**config.mk**
```make
export PLATFORM = sky130hd
export DESIGN_NAME = ts4231_config_scheduler
export DESIGN_NICKNAME = d
export VERILOG_FILES = /design/src/rtl/ts4231_config_scheduler.sv
export SDC_FILE = /design/constraint.sdc
export NUM_CORES = 1
export LEC_CHECK = 0
export ABC_AREA = 0
export CAP_MARGIN = 25
export CORE_MARGIN = 2
export CORE_UTILIZATION = 50
export CTS_CLUSTER_DIAMETER = 40
export DETAILED_ROUTE_END_ITERATION = 8
export PLACE_DENSITY_LB_ADDON = 0.08
export SYNTH_ARGS = -nofsm -noshare
export SYNTH_HDL_FRONTEND = slang
export SYNTH_SLANG_ARGS = --single-unit
```
**constraint.sdc**
```tcl
create_clock -name clock -period 5.09 [get_ports clock]
set_input_delay 1.018 -clock clock [delete_from_list [all_inputs] [get_ports clock]]
set_output_delay 1.018 -clock clock [all_outputs]
set_load 0.1 [all_outputs]
```
**src/rtl/ts4231_config_scheduler.sv**
```systemverilog
// ts4231_config_scheduler
// Time-shares one ts4231 configuration engine across several light sensors.
// Each sensor gets a reset pulse, then a bounded wait for the configured code.
// Failed attempts are retried a fixed number of times, and the final outcome
// for every sensor is recorded. All outputs are registered from the
// next-state logic.
module ts4231_config_scheduler #(
    parameter int          NUMBER_OF_SENSORS = 2,
    parameter int          CLK_FREQ          = 16_000_000,
    parameter int          TIMEOUT_MS        = 100,
    parameter int          RST_CYCLES        = 4,
    parameter int          MAX_RETRIES       = 3,
    parameter logic [2:0]  CONFIGURED_CODE   = 3'd4,
    parameter int          SEL_W             = 8
) (
    input  logic                           clock,
    input  logic                           reset_n,
    input  logic                           start,
    input  logic                           continuous,
    input  logic [2:0]                     engine_state,
    output logic                           engine_rst,
    output logic [SEL_W-1:0]               engine_sel,
    output logic                           busy,
    output logic                           done,
    output logic [NUMBER_OF_SENSORS-1:0]   configured,
    output logic [NUMBER_OF_SENSORS-1:0]   failed,
    output logic [3*NUMBER_OF_SENSORS-1:0] sensor_states
);

    localparam int unsigned TIMEOUT_CYCLES = (CLK_FREQ / 1000) * TIMEOUT_MS;
    localparam int          RETRY_W        = (MAX_RETRIES < 1) ? 1 : $clog2(MAX_RETRIES + 1);

    localparam logic [31:0]        TIMER_LAST = 32'(TIMEOUT_CYCLES - 1);
    localparam logic [31:0]        RST_LAST   = 32'(RST_CYCLES - 1);
    localparam logic [RETRY_W-1:0] RETRY_MAX  = RETRY_W'(MAX_RETRIES);
    localparam logic [SEL_W-1:0]   LAST_SEL   = SEL_W'(NUMBER_OF_SENSORS - 1);

    typedef enum logic [2:0] {
        S_IDLE,
        S_RST,
        S_WAIT,
        S_RECORD,
        S_NEXT,
        S_DONE
    } state_t;

    state_t                         state_q, state_d;
    logic [31:0]                    rst_cnt_q, rst_cnt_d;
    logic [31:0]                    timer_q, timer_d;
    logic [RETRY_W-1:0]             retry_q, retry_d;
    logic [SEL_W-1:0]               sel_d;
    logic                           match_q, match_d;
    logic                           succ_q, succ_d;
    logic                           engine_rst_d, busy_d, done_d;
    logic [NUMBER_OF_SENSORS-1:0]   cfg_d, fail_d;
    logic [3*NUMBER_OF_SENSORS-1:0] ss_d;
    logic                           match_now;

    assign match_now = (engine_state == CONFIGURED_CODE);

    // Next-state, counters, per-sensor records and registered-output decode
    always_comb begin
        state_d   = state_q;
        rst_cnt_d = rst_cnt_q;
        timer_d   = timer_q;
        retry_d   = retry_q;
        sel_d     = engine_sel;
        match_d   = 1'b0;
        succ_d    = succ_q;
        cfg_d     = configured;
        fail_d    = failed;
        ss_d      = sensor_states;

        case (state_q)
            S_IDLE: begin
                if (start || continuous) begin
                    state_d   = S_RST;
                    sel_d     = '0;
                    retry_d   = '0;
                    cfg_d     = '0;
                    fail_d    = '0;
                    rst_cnt_d = '0;
                end
            end
            S_RST: begin
                succ_d = 1'b0;
                if (rst_cnt_q == RST_LAST) begin
                    state_d   = S_WAIT;
                    rst_cnt_d = '0;
                    timer_d   = '0;
                end else begin
                    rst_cnt_d = rst_cnt_q + 32'd1;
                end
            end
            S_WAIT: begin
                timer_d = timer_q + 32'd1;
                match_d = match_now;
                // Two back-to-back matches filter single-cycle glitches;
                // success is checked first so it wins over a same-cycle timeout.
                if (match_now && match_q) begin
                    succ_d  = 1'b1;
                    state_d = S_RECORD;
                end else if (timer_q == TIMER_LAST) begin
                    succ_d  = 1'b0;
                    state_d = S_RECORD;
                end
            end
            S_RECORD: begin
                for (int i = 0; i < NUMBER_OF_SENSORS; i++) begin
                    if (engine_sel == SEL_W'(i)) begin
                        ss_d[3*i +: 3] = engine_state;
                        if (succ_q)
                            cfg_d[i] = 1'b1;
                        else if (retry_q == RETRY_MAX)
                            fail_d[i] = 1'b1;
                    end
                end
                if (succ_q) begin
                    state_d = S_NEXT;
                end else if (retry_q < RETRY_MAX) begin
                    retry_d   = retry_q + 1'b1;
                    rst_cnt_d = '0;
                    state_d   = S_RST;
                end else begin
                    state_d = S_NEXT;
                end
            end
            S_NEXT: begin
                if (engine_sel == LAST_SEL) begin
                    state_d = S_DONE;
                end else begin
                    sel_d     = engine_sel + 1'b1;
                    retry_d   = '0;
                    rst_cnt_d = '0;
                    state_d   = S_RST;
                end
            end
            S_DONE: begin
                state_d = S_IDLE;
            end
            default: begin
                state_d = S_IDLE;
            end
        endcase

        // Outputs follow the state being entered, so they line up with it
        engine_rst_d = (state_d == S_IDLE) || (state_d == S_RST) || (state_d == S_DONE);
        busy_d       = (state_d == S_RST) || (state_d == S_WAIT) ||
                       (state_d == S_RECORD) || (state_d == S_NEXT);
        done_d       = (state_d == S_DONE);
    end

    // State, counters and all outputs; reset aborts any pass in flight
    always_ff @(posedge clock or negedge reset_n) begin
        if (!reset_n) begin
            state_q       <= S_IDLE;
            rst_cnt_q     <= '0;
            timer_q       <= '0;
            retry_q       <= '0;
            match_q       <= 1'b0;
            succ_q        <= 1'b0;
            engine_rst    <= 1'b1;
            engine_sel    <= '0;
            busy          <= 1'b0;
            done          <= 1'b0;
            configured    <= '0;
            failed        <= '0;
            sensor_states <= '0;
        end else begin
            state_q       <= state_d;
            rst_cnt_q     <= rst_cnt_d;
            timer_q       <= timer_d;
            retry_q       <= retry_d;
            match_q       <= match_d;
            succ_q        <= succ_d;
            engine_rst    <= engine_rst_d;
            engine_sel    <= sel_d;
            busy          <= busy_d;
            done          <= done_d;
            configured    <= cfg_d;
            failed        <= fail_d;
            sensor_states <= ss_d;
        end
    end

endmodule
```
==> results.sh <==
export IMPL_period_share=0.5950
export IMPL_hold_path_depth=2
export IMPL_rsz0062_at_grt="no"
export IMPL_track_usage=0.2256
export IMPL_cts_tree="yes"
export IMPL_insertedDiodeCount=0
export IMPL_seq_area_frac_synth=0.4686
export IMPL_htree_levels=3
export IMPL_antenna_found_initial=0
export IMPL_place_congestion=0.8131
export IMPL_path_buf_inv=1
export IMPL_synth_avg_cell_area_um2=9.454
export IMPL_post_cts_setup_buffers=0
export IMPL_cap_violations=0
export IMPL_status="completed"
export IMPL_setup_violations=0
export IMPL_startpoint_type="flip-flop"
export IMPL_worstMarginPinSlew_ps=998.7
export IMPL_syn_area_um2=4916
export IMPL_hold_viol=0
export IMPL_path_cells="clkdlybuf4s50_1"
export IMPL_post_cts_resized=0
export IMPL_cp_slowest_stage_delay_ps=1130
export IMPL_async_flop_share=1.000
export IMPL_reg2reg_slack_ps=2520
export IMPL_critPathCaptureType="primary output"
export IMPL_grt_pass1_vias=3937
export IMPL_slowest_stage="clkdlybuf4s50_1"
export IMPL_clk_pin_slew_worst_paths_ps=90
export IMPL_die_h_um=103.2
export IMPL_leakage_nw=2.390
export IMPL_slew_viol_final=0
export IMPL_clock_sinks=92
export IMPL_period_needed_ps=3028
export IMPL_synth_cells=520
export IMPL_cp_required_ps=4070
export IMPL_drc_errors=0
export IMPL_num_rows=36
export IMPL_yosysWarnings=0
export IMPL_min_delay_start="sensor_states[3]$_DFFE_PN0P_"
export IMPL_drt_iter0_markers=219
export IMPL_grt_start_max_net_pins=62
export IMPL_grt_pass1_wl_um=19070
export IMPL_cts_root_buf="clkbuf_8"
export IMPL_routed_wl_um=11100
export IMPL_numCtsBuffers=9
export IMPL_clock_path_buffers=2
export IMPL_synth_edff_count=0
export IMPL_viasPerCell=6.066
export IMPL_drive_above_1_share=0.08059
export IMPL_setup_tns_ps=0
export IMPL_r2r_cells=6
export IMPL_core_um2=9639
export IMPL_cp_top_family="buffers and inverters"
export IMPL_yosysUniqueCellTypes=54
export IMPL_powerDensity_nw_per_um2=365.1
export IMPL_firstDrtPassIters=5
export IMPL_rr_endpoint="timer_q[30]$_DFFE_PN0P_"
export IMPL_arrival_ps=2010
export IMPL_critPathKind="reg2out"
export IMPL_final_area_um2=5494
export IMPL_power_total_w=0.002006
export IMPL_ir_worst_vdd_v=0.0001806
export IMPL_hold_path_end="sensor_states[3]$_DFFE_PN0P_"
export IMPL_die_x_um=103.2
export IMPL_wl_per_cell_um=16.34
export IMPL_overflow=0
export IMPL_fin_skew_ps=14.39
export IMPL_synth_fp_nets=533
export IMPL_die_area_um2=10640
export IMPL_area_delta_synth_final_pct=11.76
export IMPL_utilization=0.5700
export IMPL_crit_fanout=1
export IMPL_synth_seq_cells=92
export IMPL_clk_latency_ps=350
export IMPL_synthFlopType="dfrtp_1"
export IMPL_placed_cell_area_um2=5275
export IMPL_ctsHoldBuffers=0
export IMPL_boundaryPins=28
export IMPL_io_buffers=27
export IMPL_dp_final_hpwl_um=7596
export IMPL_vias=4119
export IMPL_fmax_ghz=0.3302
export IMPL_finalNetCount=554
export IMPL_r2r_start="rst_cnt_q[0]$_DFFE_PN0P_"
export IMPL_ant_nets=0
export IMPL_start_util=0.5100
export IMPL_slew_headroom=0.3317
export IMPL_hold_class="reg2reg"
## how the worst max path moves through the flow
stage                                      to  depth (start not counted)                      start  slack (ps)
detailed placement  rst_cnt_q[22]$_DFFE_PN0P_                          6                 continuous        2000
global placement    rst_cnt_q[22]$_DFFE_PN0P_                          6                 continuous        2090
global route                    engine_sel[0]                          1  engine_sel[0]$_DFFE_PN0P_        2000
finish                             engine_rst                          1       engine_rst$_DFF_PN1_        2060
CTS                                engine_rst                          1       engine_rst$_DFF_PN1_        2040
floorplan           rst_cnt_q[22]$_DFFE_PN0P_                          8  engine_sel[1]$_DFFE_PN0P_        2340
## metrics by stage
step / cells / setup WS, ps / hold slack, ps
after floorplan: 520 / 2337 / 446.1
after global placement: 663 / 2091 / 461.6
after detailed placement: 663 / 1999 / 475.8
after CTS: 679 / 2042 / 500.1
after global routing: 679 / 1998 / 521.4
final: 679 / 2062 / 498.6
## routing by layer
layer	track usage	vias up	part of all wire
li1	-	1998	-
met1	0.3147	2031	0.47
met2	0.3611	76	0.48
met3	0.03458	14	0.030
met4	0.07692	0	0.016
met5	0	-	0
## placed cells by master (no fill, tap or decap), types with 4 or more instances in the layout
| master | Yosys | routed |
|---|---|---|
| a21oi_1 | 24 | 23 |
| a22o_1 | 6 | 6 |
| a31oi_1 | 21 | 21 |
| and2_1 | 6 | 6 |
| and3_1 | 9 | 9 |
| and4_1 | 10 | 10 |
| buf_4 | 2 | 5 |
| clkbuf_8 | 0 | 10 |
| clkdlybuf4s50_1 | 0 | 26 |
| dfrtp_1 | 91 | 91 |
| ha_1 | 6 | 6 |
| inv_1 | 11 | 11 |
| mux2i_1 | 9 | 9 |
| nand2_1 | 61 | 61 |
| nand2b_1 | 4 | 4 |
| nand3_1 | 31 | 31 |
| nand4_1 | 21 | 21 |
| nor2_1 | 41 | 41 |
| nor3_1 | 11 | 11 |
| nor4_1 | 15 | 15 |
| nor4b_1 | 4 | 4 |
| o211ai_1 | 6 | 6 |
| o21ai_0 | 38 | 38 |
| o31ai_1 | 7 | 7 |
| or2_2 | 4 | 4 |
| or3_1 | 5 | 5 |
| or4_1 | 11 | 11 |
| xnor2_1 | 5 | 5 |
| xor2_1 | 6 | 6 |
## synthesized netlist by cell type, types with 10 or more instances
| master | n | share of area |
|---|---|---|
| clkbuf_1 | 11 | 0.0084 |
| a21oi_1 | 24 | 0.024 |
| o21ai_0 | 38 | 0.039 |
| inv_1 | 11 | 0.0084 |
| nor3_1 | 11 | 0.011 |
| nand2_1 | 61 | 0.047 |
| nor4_1 | 15 | 0.019 |
| nand3_1 | 31 | 0.032 |
| nand4_1 | 21 | 0.027 |
| dfrtp_1 | 91 | 0.46 |
| a31oi_1 | 21 | 0.027 |
| nor2_1 | 41 | 0.031 |
| and4_1 | 10 | 0.018 |
| or4_1 | 11 | 0.017 |
## kinds of logic after synthesis
kind of cell,count (synthesis),synth area share
flip-flops,92,0.4686
XOR/XNOR,11,0.01960
adder cells (fa/ha/maj),6,0.01527
AND/OR/NAND/NOR,246,0.2848
buffers and inverters,32,0.03054
AO/OA/AOI/OAI,119,0.1491
multiplexers,14,0.03207
## worst register-to-register path, stage by stage (launching register included)
cell and delay (ps):
dfrtp_1 410, ha_1 230, nor4b_1 370, and4_1 350, nand3_1 660, o211ai_1 330
o31ai_1 110
## state kept, by name (all words and copies together) (netlist names), 2 cells and up
| name | count |
|---|---|
| rst_cnt_q | 32 |
| timer_q | 32 |
| engine_sel | 8 |
| sensor_states | 6 |
| state_q | 3 |
| configured | 2 |
| failed | 2 |
| retry_q | 2 |
## power by group
group,switching (W),internal [W],total [W]
Clock,0.000253,0.000291,0.000544
Sequential,0.000114,0.000819,0.000933
Combinational,0.000353,0.000175,0.000529
## final cells by class
type | count | area, µm²
inverter | 11 | 41.29
clock inverter | 4 | 73.82
timing repair buffer | 31 | 297.8
fill | 891 | 4145
sequential | 92 | 2303
clock buffer | 12 | 145.1
multi-input combinational | 396 | 2466
tap | 133 | 166.4
Note: power is estimated with default switching activity, not from simulation.
